$ cat src/rtl/mips_pkg.sv
// Shared types and constants for the multiply/divide unit and its neighbours in the datapath.
package mips_pkg;

    localparam int MD_WIDTH = 32;

    typedef enum logic [1:0] {
        MD_MULT  = 2'b00,
        MD_MULTU = 2'b01,
        MD_DIV   = 2'b10,
        MD_DIVU  = 2'b11
    } muldiv_op_t;

    typedef enum logic [1:0] {
        MD_IDLE = 2'b00,
        MD_RUN  = 2'b01,
        MD_FIX  = 2'b10
    } muldiv_state_t;

    localparam logic [MD_WIDTH-1:0] MD_DIV0_LO = '1;

endpackage

$ cat src/rtl/muldiv_unit.sv
// Iterative MULT/MULTU/DIV/DIVU engine owning the HI/LO pair.
// Works on magnitudes for WIDTH cycles, then applies sign fixes in one extra cycle.
module muldiv_unit
    import mips_pkg::*;
#(
    parameter int WIDTH = MD_WIDTH
) (
    input  logic             clk,
    input  logic             rst_n,
    input  logic             start,
    input  logic [1:0]       op,
    input  logic [WIDTH-1:0] a,
    input  logic [WIDTH-1:0] b,
    input  logic             mthi,
    input  logic             mtlo,
    output logic             busy,
    output logic             done,
    output logic [WIDTH-1:0] hi,
    output logic [WIDTH-1:0] lo
);

    localparam int CNT_W = $clog2(WIDTH);
    localparam logic [CNT_W-1:0] CNT_LAST = CNT_W'(WIDTH - 1);

    muldiv_state_t      state_q;
    muldiv_op_t         op_q;
    logic [CNT_W-1:0]   cnt_q;
    logic               sa_q;
    logic               sb_q;
    logic [WIDTH-1:0]   opnd_q;   // multiplicand (mult) or divisor (div)
    logic [2*WIDTH-1:0] acc_q;    // product accumulator; low half is dividend/quotient for div
    logic [WIDTH-1:0]   rem_q;
    logic               busy_q;
    logic               done_q;
    logic [WIDTH-1:0]   hi_q;
    logic [WIDTH-1:0]   lo_q;

    muldiv_op_t         op_in;
    logic               in_signed;
    logic               in_div;
    logic [WIDTH-1:0]   mag_a;
    logic [WIDTH-1:0]   mag_b;

    assign op_in     = muldiv_op_t'(op);
    assign in_signed = (op_in == MD_MULT) || (op_in == MD_DIV);
    assign in_div    = (op_in == MD_DIV) || (op_in == MD_DIVU);
    assign mag_a     = (in_signed && a[WIDTH-1]) ? -a : a;
    assign mag_b     = (in_signed && b[WIDTH-1]) ? -b : b;

    logic               run_div;
    logic               run_signed;
    logic [WIDTH:0]     mul_sum_d;
    logic [WIDTH:0]     div_shift;
    logic [WIDTH+1:0]   div_trial;
    logic               div_ge;
    logic [WIDTH-1:0]   rem_d;

    assign run_div    = (op_q == MD_DIV) || (op_q == MD_DIVU);
    assign run_signed = (op_q == MD_MULT) || (op_q == MD_DIV);

    assign mul_sum_d = {1'b0, acc_q[2*WIDTH-1:WIDTH]} + {1'b0, (acc_q[0] ? opnd_q : '0)};

    // Restoring step: the trial result is valid only if it is non-negative and below 2^WIDTH.
    assign div_shift = {rem_q, acc_q[WIDTH-1]};
    assign div_trial = {1'b0, div_shift} - {2'b00, opnd_q};
    assign div_ge    = (div_trial[WIDTH+1:WIDTH] == 2'b00);
    assign rem_d     = div_ge ? div_trial[WIDTH-1:0] : div_shift[WIDTH-1:0];

    logic               neg_res;
    logic               neg_rem;
    logic               div_by_zero;
    logic [2*WIDTH-1:0] prod_fix;
    logic [WIDTH-1:0]   quo_fix;
    logic [WIDTH-1:0]   rem_fix;
    logic [WIDTH-1:0]   hi_d;
    logic [WIDTH-1:0]   lo_d;

    assign neg_res     = run_signed && (sa_q ^ sb_q);
    assign neg_rem     = run_signed && sa_q;
    assign div_by_zero = (opnd_q == '0);
    assign prod_fix    = neg_res ? -acc_q : acc_q;
    assign quo_fix     = neg_res ? -acc_q[WIDTH-1:0] : acc_q[WIDTH-1:0];
    assign rem_fix     = neg_rem ? -rem_q : rem_q;

    // A zero divisor leaves the dividend in the remainder, so only LO needs overriding.
    assign hi_d = run_div ? rem_fix : prod_fix[2*WIDTH-1:WIDTH];
    assign lo_d = run_div ? (div_by_zero ? WIDTH'(MD_DIV0_LO) : quo_fix) : prod_fix[WIDTH-1:0];

    always_ff @(posedge clk or negedge rst_n) begin
        if (!rst_n) begin
            state_q <= MD_IDLE;
            op_q    <= MD_MULT;
            cnt_q   <= '0;
            sa_q    <= 1'b0;
            sb_q    <= 1'b0;
            opnd_q  <= '0;
            acc_q   <= '0;
            rem_q   <= '0;
            busy_q  <= 1'b0;
            done_q  <= 1'b0;
            hi_q    <= '0;
            lo_q    <= '0;
        end else begin
            done_q <= 1'b0;
            case (state_q)
                MD_IDLE: begin
                    if (start) begin
                        op_q    <= op_in;
                        sa_q    <= a[WIDTH-1];
                        sb_q    <= b[WIDTH-1];
                        cnt_q   <= '0;
                        rem_q   <= '0;
                        opnd_q  <= in_div ? mag_b : mag_a;
                        acc_q   <= {{WIDTH{1'b0}}, (in_div ? mag_a : mag_b)};
                        busy_q  <= 1'b1;
                        state_q <= MD_RUN;
                    end else begin
                        if (mthi) hi_q <= a;
                        if (mtlo) lo_q <= a;
                    end
                end
                MD_RUN: begin
                    if (run_div) begin
                        acc_q[WIDTH-1:0] <= {acc_q[WIDTH-2:0], div_ge};
                        rem_q            <= rem_d;
                    end else begin
                        acc_q <= {mul_sum_d, acc_q[WIDTH-1:1]};
                    end
                    cnt_q <= cnt_q + 1'b1;
                    if (cnt_q == CNT_LAST) state_q <= MD_FIX;
                end
                MD_FIX: begin
                    hi_q    <= hi_d;
                    lo_q    <= lo_d;
                    busy_q  <= 1'b0;
                    done_q  <= 1'b1;
                    state_q <= MD_IDLE;
                end
                default: state_q <= MD_IDLE;
            endcase
        end
    end

    assign busy = busy_q;
    assign done = done_q;
    assign hi   = hi_q;
    assign lo   = lo_q;

endmodule

$ cat config.mk
export PLATFORM = sky130hd
export DESIGN_NAME = muldiv_unit
export DESIGN_NICKNAME = d
export VERILOG_FILES = /design/src/rtl/mips_pkg.sv /design/src/rtl/muldiv_unit.sv
export SDC_FILE = /design/constraint.sdc
export NUM_CORES = 1
export LEC_CHECK = 0
export CAP_MARGIN = 20
export CORE_MARGIN = 3
export CORE_UTILIZATION = 40
export CTS_CLUSTER_DIAMETER = 40
export DETAILED_ROUTE_END_ITERATION = 7
export MAX_ROUTING_LAYER = met4
export PLACE_DENSITY = 0.65
export SLEW_MARGIN = 15
export SYNTH_ARGS = -nofsm -noshare
export SYNTH_HDL_FRONTEND = slang
export SYNTH_SLANG_ARGS = --single-unit
$ cat constraint.sdc
create_clock -name clk -period 3.55 [get_ports clk]
set_input_delay 0.71 -clock clk [delete_from_list [all_inputs] [get_ports clk]]
set_output_delay 0.71 -clock clk [all_outputs]
set_load 0.01 [all_outputs]
==> results of run 1 <==
power groups by stage:
stage	Sequential (mW)	Combinational [mW]	Clock, mW
2_1_floorplan	4.42	8.31	0
3_3_place_gp	4.66	12.9	0
3_5_place_dp	4.69	13.1	0
4_1_cts	4.66	13.2	3.67
5_1_grt	4.84	14.7	3.79
6_report	4.71	13.6	3.64
routing by layer:
metal / vias up / wire length, um / GRT usage [%]
li1: 8040 / - / -
met1: 8334 / 29700 / 42.9
met2: 845 / 28300 / 43.3
met3: 124 / 5620 / 4.76
met4: 0 / 2970 / 11.5
met5: - / 0 / -
layout by cell type (no fill, tap or decap), drive strengths merged, types with 11 or more instances in the layout:
master,count
a22oi,12
nor4,33
nand3,31
o211ai,31
dfrtp,205
a31oi,24
o31ai,39
clkbuf,47
a21o,30
o22ai,45
ha,70
xnor2,116
nor2b,25
clkdlybuf4s50,134
o21a,11
o21ai,207
o41ai,17
or4,16
nor2,158
and2,11
and3,13
nor3,45
inv,70
buf,210
a211oi,47
or3,13
a21oi,170
nand2,263
nand2b,21
xor2,83
mux2i,61
registers in the layout, indices dropped and copies added (netlist names), 2 cells and up:
name and count:
state_q 2, lo 32, cnt_q 5, opnd_q 32, hi 32, op_q 2
rem_q 32, acc_q 64
cell families (layout without fill, tap and decap cells):
family	count (synthesis)	after routing	share of synthesized area [%]
muxes	61	61	3.70
AOI/OAI and AO/OA	683	683	25.5
DFF	205	205	31.1
adders and majority gates	72	72	5.55
xor gates and xnor gates	199	199	10.6
buffers and inverters	201	479	4.70
and+or+nand+nor	664	664	18.8
metrics by stage:
stage	area [um2]	instances	hold WS [ps]	setup TNS, ps
after CTS	20900	2887	174	0
final	21000	2888	166	0
after detailed placement	19600	2821	470	-852
after floorplan	16500	2085	414	0
after global routing	21000	2888	194	-11.8
after global placement	19600	2821	463	-844
worst max-delay path by stage:
stage                         startpoint                     to  slack [ps]  depth (start not counted)
global placement                   b[17]  acc_q[27]$_DFFE_PN0P_        -140                         11
CTS                 acc_q[0]$_DFFE_PN0P_  acc_q[61]$_DFFE_PN0P_          20                         14
floorplan           acc_q[0]$_DFFE_PN0P_  acc_q[62]$_DFFE_PN0P_          20                         14
global route        acc_q[0]$_DFFE_PN0P_  acc_q[60]$_DFFE_PN0P_         -10                         15
finish              acc_q[0]$_DFFE_PN0P_  acc_q[60]$_DFFE_PN0P_         150                         15
detailed placement                 b[17]  acc_q[27]$_DFFE_PN0P_        -140                         11
critical path, stage by stage, from the launching register on:
cell      delay [ps]
dfrtp_1          420
inv_2            180
nor2_1            80
ha_1             300
a21o_1           190
a211o_1          290
nand4b_1         250
a311oi_1         300
buf_4            160
o21ai_0           90
a21oi_1          260
o41ai_2          140
buf_4            160
a31oi_1          200
xor2_1           150
o21ai_0           80
timing repair:
action | in CTS | in global routing
gates cloned | 0 | 1
setup buffers | 0 | 0
gates resized for setup | 1 | 16
pin swaps | 0 | 4
endpoints found under the setup margin | 5 | 43
area by class of cell:
cell class	count	area (um2)	share of cell area, %
timing repair buffer	346	3000	14.3
clock buffer	45	1040	4.95
inverter	67	251	1.20
sequential	205	5130	24.4
multi-input combinational	1679	10700	50.9
tap	525	657	3.13
clock inverter	21	226	1.08
==> impl_metrics.ini, run 1 <==
[drt]
vias_per_cell = 6.01
finalWirelength_um = 66500
dr.pass1.iters = 6
vias = 17300
route.detailed.drc = 0
initialDrtViolationCount = 2077
wl_per_cell_um = 23.0
ant_nets = 0

[timing]
max_freq_ghz = 0.294
finClkSkew_ps = 30.7
setup_viol = 0
worst_slack_ps = 145
tightestPinTransition_ps = 979
maxSlewHeadroom_pct = 34.8
finalHoldViolCount = 0
post-route-period-util_pct = 95.9
fin_crit_ps = 3400
drv_slew = 0

[clock_tree]
clk_latency_ps = 540
clk_pin_slew_ps = 50
clock-sinks = 205
h-tree-depth = 2
clockBufferDepth = 3
cts_tree = yes
postCtsHoldBufs = 0
numCtsBuffers = 38
cts_root_buffer = clkbuf_16

[floorplan]
core_um2 = 40200
num_rows = 73
io_pins = 137
die_w_um = 209
die-area_um2 = 43700
die_h_um = 209
initial_core_util_pct = 41.0

[placement]
gp_congestion = 1.01
place.port_buffers = 136
post-place-ws_ps = -137
hpwl_um = 52100

[global_route]
grt_pass1_wl_um = 100000
grt_usage_pct = 30.2
grt_pass1_vias = 16100
antenna_found_initial = 0
overflow = 0
grt_start_max_net_pins = 71

[critical_path]
start_kind = register
r2r_start = acc_q[0]$_DFFE_PN0P_
r2r-end = acc_q[60]$_DFFE_PN0P_
critPathMaxFanout = 9
cp-end-kind = register
r2r.worst_path.cells = 15
r2r_slack_ps = 150
critPathRequiredTime_ps = 3940
criticalPathCategory = register to register
critPathArrivalTime_ps = 3790

[pwr]
switchingPower_mw = 10.4
p_int_mw = 11.5
p_per_area_nw_per_um2 = 1040
ir_drop_mv = 0.527
switching_share_pct = 47.7
finalPower_mw = 21.9
pwr-share-comb_pct = 61.9
clkPwrFrac_pct = 16.6
power_frac_seq_pct = 21.5
p_leak_nw = 8.92

[logic_synthesis]
synth_cell_types = 70
async_flop_share_pct = 100
avgSynthCellArea_um2 = 7.91
synth_top_area_cell = dfrtp_1
ys_seq_area_share_pct = 31.1
yosysWarningCount = 0
synth_area_leaders = dfrtp_1 31%, xnor2_1 6.2%, o21ai_0 6.1%
synth_nets = 2228
synth_top_cell_area_share_pct = 31.1
synthCells = 2085
synth_edf_count = 0
synth_common_cells = 263 x nand2_1, 205 x dfrtp_1, 201 x o21ai_0
synth_most_common_cell = nand2_1
synth_ff_type = dfrtp_1
syn_area_um2 = 16500
ys_ff_latch = 205

[job]
maxCapViolations = 0

[cells_and_area]
post-route-util_pct = 52.3
diodes = 0
syn_to_final_growth_pct = 27.3
drive_gt1_share_pct = 13.5
final_nets = 2480
fillers = 3834

[status]
status = finished, final reports clean

[min_path]
hold_path_class = input pin to asynchronous set/reset pin
Note: power is estimated with default switching activity, not from simulation.
==> run 2, diff against run 1 <==
--- a/config.mk
+++ b/config.mk
@@ -5,10 +5,11 @@
 export SDC_FILE = /design/constraint.sdc
 export NUM_CORES = 1
 export LEC_CHECK = 0
-export CAP_MARGIN = 20
+export ABC_CLOCK_PERIOD_IN_PS = 3550
+export CAP_MARGIN = 10
 export CORE_MARGIN = 3
 export CORE_UTILIZATION = 40
-export CTS_CLUSTER_DIAMETER = 40
+export CTS_CLUSTER_DIAMETER = 200
 export DETAILED_ROUTE_END_ITERATION = 7
 export MAX_ROUTING_LAYER = met4
 export PLACE_DENSITY = 0.65
==> run 2 against run 1 <==
Worst setup slack worse by 12 ps; critical endpoint unchanged; final cell count fell by 0.73%; routed wire length decreased by 0.68%; sequential power hardly changed; combinational power about the same; first-iteration DRC count increased by 0.96%; die area is the same; power shrank 5.3%; sequential share of layout area is 0.58 points higher.
==> impl_metrics.ini, run 2 (synthesized netlist as in run 1, its figures left out) <==
[clock_tree]
cts_setup_buffers = 0
h-tree-depth = 1
cts_root_buffer = clkbuf_16
clk_pin_slew_ps = 60
clk_latency_ps = 550
clock-sinks = 205
numCtsBuffers = 25
cts_tree = yes
clockBufferDepth = 3

[cells_and_area]
diodes = 0
regMostFlops = acc_q
syn_to_final_growth_pct = 24.4
fillers = 3894
multi_input_area_um2 = 10700
post-route-util_pct = 51.0
mostFrequentLayoutCells = 263 x nand2_1, 205 x buf_4, 204 x dfrtp_1, 200 x o21ai_0, 163 x a21oi_1
final_cells = 2867
seqCellArea_um2 = 5130
largest_reg_flops = 64
final_common_cell = nand2_1
drive_gt1_share_pct = 12.5
final_nets = 2467

[drt]
wl_per_cell_um = 23.0
finalWirelength_um = 66100
dr.pass1.iters = 6
ant_nets = 0
vias_per_cell = 6.03
vias = 17300
initialDrtViolationCount = 2097
route.detailed.drc = 0

[floorplan]
core_um2 = 40200
die_w_um = 209
die-area_um2 = 43700
io_pins = 137
die_h_um = 209
initial_core_util_pct = 41.0
num_rows = 73

[pwr]
finalPower_mw = 20.8
p_leak_nw = 8.69
ir_drop_mv = 0.532
p_per_area_nw_per_um2 = 1010

[critical_path]
criticalPathCategory = register to register
r2r_slack_ps = 130
cp-end-kind = register
critPathMaxFanout = 9
critPathCapture = acc_q[60]$_DFFE_PN0P_
r2r_start = acc_q[0]$_DFFE_PN0P_
start_kind = register
critPathArrivalTime_ps = 3820
r2r-end = acc_q[60]$_DFFE_PN0P_
critPathRequiredTime_ps = 3960
startpoint = acc_q[0]$_DFFE_PN0P_
r2r.worst_path.cells = 15

[global_route]
grt_pass1_wl_um = 99600
grt.met3_usage_pct = 4.02
use_met1_pct = 43.1
grt_usage_pct = 30.0
busiest_layer = met1
grtUsageMet2_pct = 43.0
grt_pass1_vias = 15900
antenna_found_initial = 0
grt_start_max_net_pins = 71
overflow = 0

[timing]
finClkSkew_ps = 12.5
fin_crit_ps = 3420
finalHoldViolCount = 0
drv_slew = 0
max_freq_ghz = 0.293
tightestPinTransition_ps = 980
worst_slack_ps = 133
setup_viol = 0
maxSlewHeadroom_pct = 34.6
post-route-period-util_pct = 96.2

[placement]
post-place-ws_ps = -137
hpwl_um = 52100
place.port_buffers = 136
dp.cells = 2821
gp_congestion = 1.01

[min_path]
hold_path_class = input pin to asynchronous set/reset pin

[status]
status = finished, final reports clean

[job]
maxCapViolations = 0
[run 2: cell type report]
| cell class | count | area share, % |
|---|---|---|
| inverter | 67 | 1.23 |
| timing repair buffer | 346 | 14.6 |
| clock inverter | 8 | 0.366 |
| multi-input combinational | 1679 | 52.1 |
| clock buffer | 37 | 3.42 |
| sequential | 205 | 25.0 |
| tap | 525 | 3.20 |
[run 2: how the worst min path moves through the flow]
stage / to
final: lo[12]$_DFFE_PN0P_
after CTS: lo[13]$_DFFE_PN0P_
after floorplan: acc_q[0]$_DFFE_PN0P_
after global placement: lo[15]$_DFFE_PN0P_
after global routing: lo[13]$_DFFE_PN0P_
after detailed placement: lo[8]$_DFFE_PN0P_
[run 2: stage by stage]
stage	hold slack, ps	TNS [ps]	area [um2]
after floorplan	414	0	16500
after global placement	463	-844	19600
after detailed placement	470	-852	19600
after CTS	158	0	20400
after global routing	186	-18.6	20500
final	144	0	20500
[run 2: metal layers]
layer / part of all wire [%] / vias up / routed length, um
li1: - / 7997 / -
met1: 45 / 8309 / 29500
met2: 42 / 870 / 27900
met3: 8.7 / 120 / 5720
met4: 4.4 / 0 / 2900
met5: 0 / - / 0
[run 2: repair_timing]
item                       CTS  global route
gates resized for setup      1            15
hold buffers                 0             0
setup endpoints to repair    2            44
gates cloned                 0             1
pin swaps                    0             4
[run 2: worst max-delay path, cell delays in order (launching register included)]
cell      delay (ps)
dfrtp_1          420
inv_2            180
nor2_1            80
ha_1             300
a21o_1           190
a211o_1          290
nand4b_1         250
a311oi_1         300
buf_4            160
o21ai_0           90
a21oi_1          260
o41ai_2          140
buf_4            160
a31oi_1          190
xor2_1           150
o21ai_0           90
[run 2: power breakdown]
group / switching [mW] / internal [mW] / total (mW)
sequential: 1.27 / 3.44 / 4.71
combinational: 7.83 / 5.71 / 13.5
clock: 1.08 / 1.44 / 2.52
